`src/rtl/fifo_wr_arbiter.sv`:
```
// ---------------------------------------------------------------------------
// fifo_wr_arbiter
//
// Round-robin write-side arbiter that shares a single sync_fifo write port
// between NUM_REQ valid/ready requesters. One requester at a time holds a
// grant for a burst of up to MAX_BURST beats. Priority then rotates to the
// requester after the last grant holder. Grant decisions are registered.
// The path from the current grant to the FIFO write strobe is combinational.
//
// Optional build macro: FIFO_WR_ARBITER_STATS_EN
//   Adds beat_count, which holds one saturating 16-bit beat counter per
//   requester.
//
// Ports:
//   clk           : clock
//   rst_n         : asynchronous active-low reset
//   req_valid     : per-requester beat valid                 [NUM_REQ]
//   req_data      : requester i data at [i*DATA_WIDTH +: DATA_WIDTH]
//   req_ready     : per-requester accept, one-hot or zero    [NUM_REQ]
//   fifo_write    : write strobe to the FIFO
//   fifo_wr_data  : write data to the FIFO                   [DATA_WIDTH]
//   fifo_wr_full  : FIFO full flag
//   grant_valid   : a grant is currently held
//   grant_id      : index of the current grant holder        [IW]
//   beat_count    : (stats build only) per-requester counters [NUM_REQ*16]
// ---------------------------------------------------------------------------
module fifo_wr_arbiter #(
    parameter  int NUM_REQ    = 4,
    parameter  int DATA_WIDTH = 8,
    parameter  int MAX_BURST  = 4,
    localparam int IW         = $clog2(NUM_REQ)
) (
    input  logic                          clk,
    input  logic                          rst_n,
    input  logic [NUM_REQ-1:0]            req_valid,
    input  logic [NUM_REQ*DATA_WIDTH-1:0] req_data,
    output logic [NUM_REQ-1:0]            req_ready,
    output logic                          fifo_write,
    output logic [DATA_WIDTH-1:0]         fifo_wr_data,
    input  logic                          fifo_wr_full,
    output logic                          grant_valid,
    output logic [IW-1:0]                 grant_id
`ifdef FIFO_WR_ARBITER_STATS_EN
    ,
    output logic [NUM_REQ*16-1:0]         beat_count
`endif
);

    // The burst counter only has to reach MAX_BURST-1.
    localparam int CW = (MAX_BURST > 1) ? $clog2(MAX_BURST) : 1;
    localparam logic [CW-1:0] LAST_BEAT = CW'(MAX_BURST - 1);

    typedef enum logic {
        S_IDLE  = 1'b0,
        S_BURST = 1'b1
    } state_t;

    state_t          r_state;
    logic            r_grant_valid;
    logic [IW-1:0]   r_grant_id;
    logic [IW-1:0]   r_last_grant;
    logic [CW-1:0]   r_burst_cnt;

    logic            w_xfer;
    logic            w_any_req;
    logic [IW-1:0]   w_winner;
    logic [NUM_REQ-1:0] w_ready;
    logic [DATA_WIDTH-1:0] w_slice [NUM_REQ];

    // Index that is k positions after base, wrapping modulo NUM_REQ.
    // This also works when NUM_REQ is not a power of two.
    function automatic logic [IW-1:0] rr_idx(input logic [IW-1:0] base, input int k);
        int s;
        s = (int'(base) + k) % NUM_REQ;
        return IW'(s);
    endfunction

    for (genvar g = 0; g < NUM_REQ; g++) begin : g_slice
        assign w_slice[g] = req_data[g*DATA_WIDTH +: DATA_WIDTH];
    end

    // Round-robin search that starts one position after the last holder.
    // The loop walks from the farthest candidate to the nearest one, so the
    // last match written is the nearest requesting index.
    always_comb begin
        w_winner = r_last_grant;
        for (int k = NUM_REQ; k >= 1; k--) begin
            if (req_valid[rr_idx(r_last_grant, k)]) begin
                w_winner = rr_idx(r_last_grant, k);
            end
        end
    end

    assign w_any_req = |req_valid;

    always_comb begin
        w_ready = '0;
        if (r_grant_valid && !fifo_wr_full) begin
            w_ready[r_grant_id] = 1'b1;
        end
    end

    assign w_xfer       = r_grant_valid & req_valid[r_grant_id] & ~fifo_wr_full;
    assign req_ready    = w_ready;
    assign fifo_write   = w_xfer;
    assign fifo_wr_data = w_slice[r_grant_id];
    assign grant_valid  = r_grant_valid;
    assign grant_id     = r_grant_id;

    always_ff @(posedge clk or negedge rst_n) begin
        if (!rst_n) begin
            r_state       <= S_IDLE;
            r_grant_valid <= 1'b0;
            r_grant_id    <= '0;
            r_burst_cnt   <= '0;
            r_last_grant  <= IW'(NUM_REQ - 1);
        end else begin
            case (r_state)
                S_IDLE: begin
                    if (w_any_req) begin
                        r_grant_id    <= w_winner;
                        r_grant_valid <= 1'b1;
                        r_burst_cnt   <= '0;
                        r_state       <= S_BURST;
                    end
                end
                S_BURST: begin
                    if (w_xfer) begin
                        if (r_burst_cnt == LAST_BEAT) begin
                            r_last_grant  <= r_grant_id;
                            r_grant_valid <= 1'b0;
                            r_burst_cnt   <= '0;
                            r_state       <= S_IDLE;
                        end else begin
                            r_burst_cnt <= r_burst_cnt + CW'(1);
                        end
                    end else if (!req_valid[r_grant_id]) begin
                        // The holder went idle. A full-FIFO stall with the
                        // holder still valid keeps the grant indefinitely.
                        r_last_grant  <= r_grant_id;
                        r_grant_valid <= 1'b0;
                        r_burst_cnt   <= '0;
                        r_state       <= S_IDLE;
                    end
                end
                default: begin
                    r_state       <= S_IDLE;
                    r_grant_valid <= 1'b0;
                    r_burst_cnt   <= '0;
                end
            endcase
        end
    end

`ifdef FIFO_WR_ARBITER_STATS_EN
    logic [15:0] r_beat_cnt [NUM_REQ];

    always_ff @(posedge clk or negedge rst_n) begin
        if (!rst_n) begin
            for (int i = 0; i < NUM_REQ; i++) begin
                r_beat_cnt[i] <= '0;
            end
        end else begin
            for (int i = 0; i < NUM_REQ; i++) begin
                if (w_xfer && (r_grant_id == IW'(i)) && (r_beat_cnt[i] != 16'hFFFF)) begin
                    r_beat_cnt[i] <= r_beat_cnt[i] + 16'd1;
                end
            end
        end
    end

    for (genvar g = 0; g < NUM_REQ; g++) begin : g_stats
        assign beat_count[g*16 +: 16] = r_beat_cnt[g];
    end
`endif

endmodule
```
`config.mk`:
```
export PLATFORM = sky130hd
export DESIGN_NAME = fifo_wr_arbiter
export DESIGN_NICKNAME = d
export VERILOG_FILES = /design/src/rtl/fifo_wr_arbiter.sv
export SDC_FILE = /design/constraint.sdc
export NUM_CORES = 1
export LEC_CHECK = 0
export ABC_AREA = 1
export CORE_ASPECT_RATIO = 1.5
export CORE_MARGIN = 5
export CORE_UTILIZATION = 39
export DETAILED_ROUTE_END_ITERATION = 10
export HOLD_SLACK_MARGIN = 0.02
export PLACE_DENSITY = 0.86
export SYNTH_ARGS = -nofsm -noshare
export SYNTH_HDL_FRONTEND = slang
export SYNTH_SLANG_ARGS = --single-unit
```
`constraint.sdc`:
```
create_clock -name clk -period 2.2 [get_ports clk]
set_input_delay 0.55 -clock clk [delete_from_list [all_inputs] [get_ports clk]]
set_output_delay 0.55 -clock clk [all_outputs]
set_load 0.02 [all_outputs]
```
==> impl_metrics.csv, run 1 <==
group,metric,value,unit
cells_and_area,multi_input_area,536.8,um2
setup_path,worstPathRequired,1.65,ns
cells_and_area,regArea,203.9,um2
global_routing,grt_use_met2,34.60,%
min_path,hold_class,"flop to flop",
clock_tree,cts_made_buffers,3,
sta,finalClockSkew,0.01132,ns
routing,drc,0,
sta,max_freq,0.4656,GHz
sta,worst_hold_margin,0.5134,ns
min_path,hold_path.startpoint,"grant_valid$_DFFE_PN0P_",
sta,hold_viol_final,0,
logic_synthesis,synthesis.area,842.1,um2
global_routing,total_global_routing_overflow,0,
logic_synthesis,post_synth.cell_area_avg,6.102,um2
logic_synthesis,syn_nets,178,
floorplanning,die_area,3208,um2
logic_synthesis,yosys_most_used_dff,"dfrtp_1",
clock_tree,clk_path_buf_depth,2,
placement,dp_hpwl,2413,um
logic_synthesis,synth.top_cell.area_share,18.42,%
setup_path,worst-setup-path-type,"primary input to output pin",
global_routing,gr-max-usage-layer,"met2",
setup_path,top_fanout_value_on_the_critical_path,5,
setup_path,critical-path-slowest-cell,"clkdlybuf4s50_1",
logic_synthesis,synth_largest_area_cell,"nand3_1",
cells_and_area,final_layout_size_suffix_gt1_share,18.41,%
global_routing,antenna_violations_before_repair,0,
sta,layout_min_cycle_time,2.148,ns
routing,vias,1168,
cells_and_area,nNetsFinal,242,
power,ir_worst_vdd,735.8,uV
setup_path,rr_startpoint,"grant_id[1]$_DFFE_PN0P_",
clock_tree,worst_setup_hold_path_clk_slew,0.07,ns
clock_tree,total_number_of_h_tree_levels,1,
setup_path,worst-r2r-cell-count,9,
setup_path,reg2reg_slack,0.75,ns
setup_path,cp_endpoint_kind,"output pin",
routing,wirelength,2883,um
clock_tree,cts_tree,"built",
global_routing,number_of_global_route_vias_before_repair,1183,
cells_and_area,stdcell_area,1473,um2
sta,timing.slew.headroom,75.77,%
cells_and_area,final_core_util,71.77,%
sta,final_cycle_utilization_of_the_critical_path,97.62,%
setup_path,crit_path_start_kind,"primary input",
setup_path,critPathMaxStageDelay,0.41,ns
logic_synthesis,synth_sequential_area_ratio,24.07,%
floorplanning,die_w,47.94,um
placement,area_after_dpl,1453,um2
global_routing,grt_util_met3,11.35,%
setup_path,critical_path.reg2reg.endpoint,"grant_valid$_DFFE_PN0P_",
global_routing,grt_max_degree,12,
setup_path,worstPathCellList,"clkdlybuf4s50_1 > nor2_2 > inv_1 > nor3_1 > clkdlybuf4s15_2",
clock_tree,clock_latency,0.26,ns
routing,vias_per_cell,5.238,
logic_synthesis,main_area_contributors_after_synthesis,"nand3_1, dfrtp_1, nand2_1",
setup_path,path_buf_inv,3,
routing,ant_nets,0,
logic_synthesis,synthDistinctLibCells,22,
setup_path,critical_path.top_delay_family,"buffers and inverters",
routing,drt_first_iter_violations,38,
sta,grt_setup_unrepaired,"true",
placement,io_buffer_count,54,
min_path,worst_hold_path_cell_count,2,
logic_synthesis,share_of_synthesized_flip_flops_with_an_asynchronous_set_or_reset,100.0,%
clock_tree,post-cts-setup-buffer-count,0,
status,status,"completed",
floorplanning,floorplan.initialDensity,41.04,%
clock_tree,cts_root_buffer,"clkbuf_4",
global_routing,groute.usage.overall,19.94,%
logic_synthesis,synthCells,138,
logic_synthesis,synth-warning-count,0,
setup_path,crit_arrival,1.60,ns
floorplanning,fp-row-count,20,
global_routing,grt.met1_usage,19.35,%
logic_synthesis,synth-edff-count,0,
sta,slew_viol_final,0,
cells_and_area,fill_cells,185,
sta,max_slew.worst_pin.slew,0.3623,ns
routing,routed_wire_length_per_instance,12.93,um
power,p_leak,0.0007124,uW
floorplanning,die-height,66.91,um
placement,gp_congestion,0.8258,
clock_tree,clock-sinks,8,
floorplanning,boundaryPins,55,
min_path,timing.hold.worst_endpoint,"grant_valid$_DFFE_PN0P_",
logic_synthesis,ys_seq_elements,8,
cells_and_area,antennaDiodeCount,0,
run,cap_viol_max_count,0,
routing,drt_pass1_iterations,4,
power,power_density,1292,nW/um2
global_routing,grt_first_pass_wirelength,4726,um
sta,setup-violations-final,0,
cells_and_area,area_delta_synth_final,74.89,%
floorplanning,floorplan.core_area,2052,um2
-- cell usage after synthesis (2+ instances only) --
master and number:
a22oi_1 8, buf_2 2, buf_6 2, clkbuf_1 2
dfrtp_1 6, dfstp_2 2, inv_1 14, inv_2 3
nand2_1 36, nand2_2 7, nand3_1 31, nand4_1 3
nor2_1 4, nor3_1 4, o21ai_0 5, o21ai_1 3
-- logic make-up (layout without fill, tap and decap cells) --
group	Yosys count	count (layout)	synth area share [%]
compound gates	19	19	14.56
flops	8	8	24.07
fa+ha+maj	1	1	1.486
simple gates	86	86	46.81
buf+inv	24	87	13.08
-- where the power goes --
group	leakage (uW)	switching [uW]	internal (uW)
Sequential	0.0000951	102	225
Clock	0.0000150	56.2	69.6
Combinational	0.000602	840	610
Total	0.000712	998	905
-- how the worst max path moves through the flow --
stage / to / startpoint / cells past startpoint
2_1_floorplan: req_ready[0] / grant_id[1]$_DFFE_PN0P_ / 3
3_3_place_gp: fifo_write / req_valid[2] / 8
3_5_place_dp: fifo_write / req_valid[2] / 8
4_1_cts: fifo_write / req_valid[2] / 8
5_1_grt: fifo_write / req_valid[0] / 8
6_report: req_ready[3] / fifo_wr_full / 5
-- through the flow --
step	total power, uW	cells	setup TNS (ns)	setup slack [ns]
finish	1903	223	0	0.05233
global route	2082	223	-0.05481	-0.05481
CTS	1900	223	0	0.01606
detailed placement	1832	219	-2.914	-0.4191
global placement	1796	219	-2.811	-0.4033
floorplan	1215	138	0	0.3050
-- flip-flops by register name, indices dropped and copies added, names as in the netlist --
| register | cells |
|---|---|
| grant_id | 2 |
| r_last_grant | 2 |
| grant_valid | 1 |
| r_state | 1 |
| r_burst_cnt | 2 |
-- cells in the final DEF, fill, tap and decap left out, drive strengths merged --
cell type      count
nand3             31
nor2               5
a22oi              8
dfstp              2
ha                 1
nor3               4
inv               18
clkdlybuf4s50     40
o21ai              9
a21oi              2
dlygate4sd2        6
clkbuf             4
dlymetal6s2s       1
nand2             43
clkdlybuf4s15      4
dfrtp              6
buf               14
nand4              3
-- worst reg2reg max path, delay by kind of cell (launching register included) --
family                 cells  cell delay (ns)
buffers and inverters      3             0.46
AO/OA/AOI/OAI              1             0.15
flip-flops                 1             0.45
AND/OR/NAND/NOR            5             0.31
-- what timing repair did --
item | in CTS | in global routing
hold endpoints to repair | 0 | 0
gates resized for setup | 30 | 7
setup endpoints to repair | 13 | 8
hold buffers | 0 | 0
-- layout make-up --
| class | count | share of cell area, % |
|---|---|---|
| inverters | 18 | 4.758 |
| clock buffers | 4 | 1.784 |
| flip-flops and latches | 8 | 13.85 |
| repair buffers | 65 | 41.29 |
| multi-input cells | 106 | 36.45 |
| well taps | 22 | 1.869 |
-- layer usage --
| metal | vias to the layer above | routed length (um) |
|---|---|---|
| met5 | - | 0 |
| met4 | 0 | 24 |
| met3 | 2 | 410 |
| met2 | 63 | 1375 |
| met1 | 516 | 1073 |
| li1 | 587 | - |
(Power assumes the default switching activity.)
==> run 2: changes to the inputs <==
- ABC_CLOCK_PERIOD_IN_PS: default -> 2200
- PLACE_DENSITY: 0.86 -> default
- PLACE_DENSITY_LB_ADDON: default -> 0.2
==> run 2 against run 1 <==
Utilization fell by 0.61 points. Register-to-register slack got worse by 0.07 ns. Final cell count rose by 0.90%. Count of clock-buffer cells in the layout did not move. Clock power barely moved. Die area did not move. Combinational power barely moved. Sequential share of layout area rose by 0.12 points. Sequential power barely moved. Critical path type unchanged. Critical endpoint is now fifo_write.
==> impl_metrics.csv, run 2 (same netlist as run 1, synthesis figures left out) <==
group,metric,value,unit
sta,hold_viol_final,0,
global_routing,number_of_global_route_vias_before_repair,1166,
sta,max_slew.worst_pin.slew,0.3731,ns
floorplanning,floorplan.initialDensity,41.04,%
global_routing,antenna_violations_before_repair,0,
status,status,"completed",
global_routing,grt_first_pass_wirelength,4871,um
floorplanning,die_area,3208,um2
placement,placedCellCount,220,
setup_path,critical_path.reg2reg.endpoint,"grant_valid$_DFFE_PN0P_",
cells_and_area,final_layout_size_suffix_gt1_share,24.14,%
setup_path,rr_startpoint,"grant_id[0]$_DFFE_PN0P_",
power,ir_worst_vdd,871.1,uV
routing,drt_pass1_iterations,4,
floorplanning,boundaryPins,55,
floorplanning,die-height,66.91,um
setup_path,crit_path_start_kind,"primary input",
placement,dp_hpwl,2607,um
clock_tree,clock-sinks,8,
setup_path,worst_setup_path_endpoint,"fifo_write",
cells_and_area,stdcell_area,1460,um2
routing,wirelength,3130,um
setup_path,worstPathRequired,1.65,ns
floorplanning,die_w,47.94,um
cells_and_area,area_delta_synth_final,73.40,%
cells_and_area,fill_cells,191,
floorplanning,floorplan.core_area,2052,um2
sta,max_freq,0.4657,GHz
min_path,hold_class,"flop to flop",
setup_path,worst-r2r-cell-count,10,
clock_tree,cts_root_buffer,"clkbuf_4",
routing,vias,1184,
clock_tree,cts_made_buffers,3,
routing,drt_first_iter_violations,17,
floorplanning,fp-row-count,20,
clock_tree,clock_latency,0.27,ns
clock_tree,clk_path_buf_depth,2,
sta,setup-violations-final,0,
power,power_density,1298,nW/um2
routing,drc,0,
sta,finalClockSkew,0.01686,ns
routing,routed_wire_length_per_instance,13.91,um
routing,ant_nets,0,
sta,timing.slew.headroom,75.05,%
sta,final_cycle_utilization_of_the_critical_path,97.61,%
clock_tree,total_number_of_h_tree_levels,1,
clock_tree,worst_setup_hold_path_clk_slew,0.07,ns
power,p_leak,0.0007390,uW
setup_path,worst-setup-path-type,"primary input to output pin",
run,cap_viol_max_count,0,
setup_path,reg2reg_slack,0.68,ns
cells_and_area,most-common-layout-cells,"clkdlybuf4s50_1, nand2_1, nand3_1, inv_1, buf_4",
setup_path,top_fanout_value_on_the_critical_path,3,
placement,area_after_dpl,1460,um2
sta,layout_min_cycle_time,2.147,ns
cells_and_area,layout.cells.most_common,"clkdlybuf4s50_1",
routing,vias_per_cell,5.262,
setup_path,cp_endpoint_kind,"output pin",
placement,gp_congestion,0.7509,
cells_and_area,nNetsFinal,244,
setup_path,worst_setup_path_startpoint,"req_valid[3]",
sta,slew_viol_final,0,
cells_and_area,antennaDiodeCount,0,
global_routing,total_global_routing_overflow,0,
sta,total_negative_slack_for_setup_checks,0,ns
placement,io_buffer_count,54,
setup_path,crit_arrival,1.60,ns
global_routing,grt_max_degree,14,
cells_and_area,stdcell_count,225,
clock_tree,cts_tree,"built",
global_routing,groute.usage.overall,20.97,%
## run 2: cell types whose count changed in the layout (fill, tap and decap cells not counted), moves of 2 or more
cell             before  now
clkbuf_2              0    8
dlymetal6s2s_1        1    3
buf_2                 2    4
clkdlybuf4s15_2       2    0
clkdlybuf4s15_1       2    0
buf_6                 0    2
clkdlybuf4s50_1      40   37
dlygate4sd2_1         6    1
## run 2: area by class of cell
type / count / area, um2 / area share, %
inverter: 18 / 72.57 / 4.970
multi-input combinational: 106 / 540.5 / 37.02
tap: 22 / 27.53 / 1.885
sequential: 8 / 203.9 / 13.97
timing repair buffer: 67 / 589.3 / 40.36
clock buffer: 4 / 26.28 / 1.799
## run 2: critical path, cell delays in order
cell             delay (ns)
clkdlybuf4s50_1        0.48
nand2_1                0.07
o21ai_2                0.06
nand2_1                0.07
nand2_2                0.09
nand2_1                0.07
inv_2                  0.08
buf_6                  0.12
## run 2: metrics by stage
step / hold WS, ns / util [%] / power [uW] / setup slack [ns]
final: 0.5074 / 71.16 / 1896 / 0.05256
after global routing: 0.5475 / 71.16 / 2059 / -0.03048
after CTS: 0.5031 / 72.62 / 1914 / 0.0004685
after detailed placement: 0.4882 / 71.16 / 1838 / -0.4468
after global placement: 0.4883 / 71.16 / 1799 / -0.4339
after floorplan: 0.2544 / - / 1215 / 0.3050
## run 2: worst min path at each step
stage / start / end / slack, ns / cells past startpoint
finish: grant_valid$_DFFE_PN0P_ / grant_valid$_DFFE_PN0P_ / 0.51 / 2
global route: grant_valid$_DFFE_PN0P_ / grant_valid$_DFFE_PN0P_ / 0.55 / 2
CTS: grant_valid$_DFFE_PN0P_ / grant_valid$_DFFE_PN0P_ / 0.50 / 2
detailed placement: grant_valid$_DFFE_PN0P_ / grant_valid$_DFFE_PN0P_ / 0.49 / 2
global placement: grant_valid$_DFFE_PN0P_ / grant_valid$_DFFE_PN0P_ / 0.49 / 2
floorplan: rst_n / grant_id[0]$_DFFE_PN0P_ / 0.25 / 0
## run 2: power breakdown
| group | leakage [uW] | internal [uW] | switching [uW] |
|---|---|---|---|
| Sequential | 0.0000951 | 226 | 103 |
| Clock | 0.0000150 | 69.7 | 56.4 |
| Combinational | 0.000629 | 572 | 869 |
| Total | 0.000739 | 867 | 1030 |
## run 2: what timing repair did
item	in CTS	in global routing
setup buffers	0	1
pin swaps	0	3
resized for setup	36	25
setup endpoints to repair	13	13
gates cloned	0	0
hold endpoints to repair	0	0
hold buffers	0	0
## run 2: routing by layer
metal	track usage [%]	vias up	share of wire [%]
met3	7.027	6	7.3
met4	6.061	0	2.0
met5	0	-	0
met1	18.66	542	32
li1	-	596	-
met2	40.73	40	58
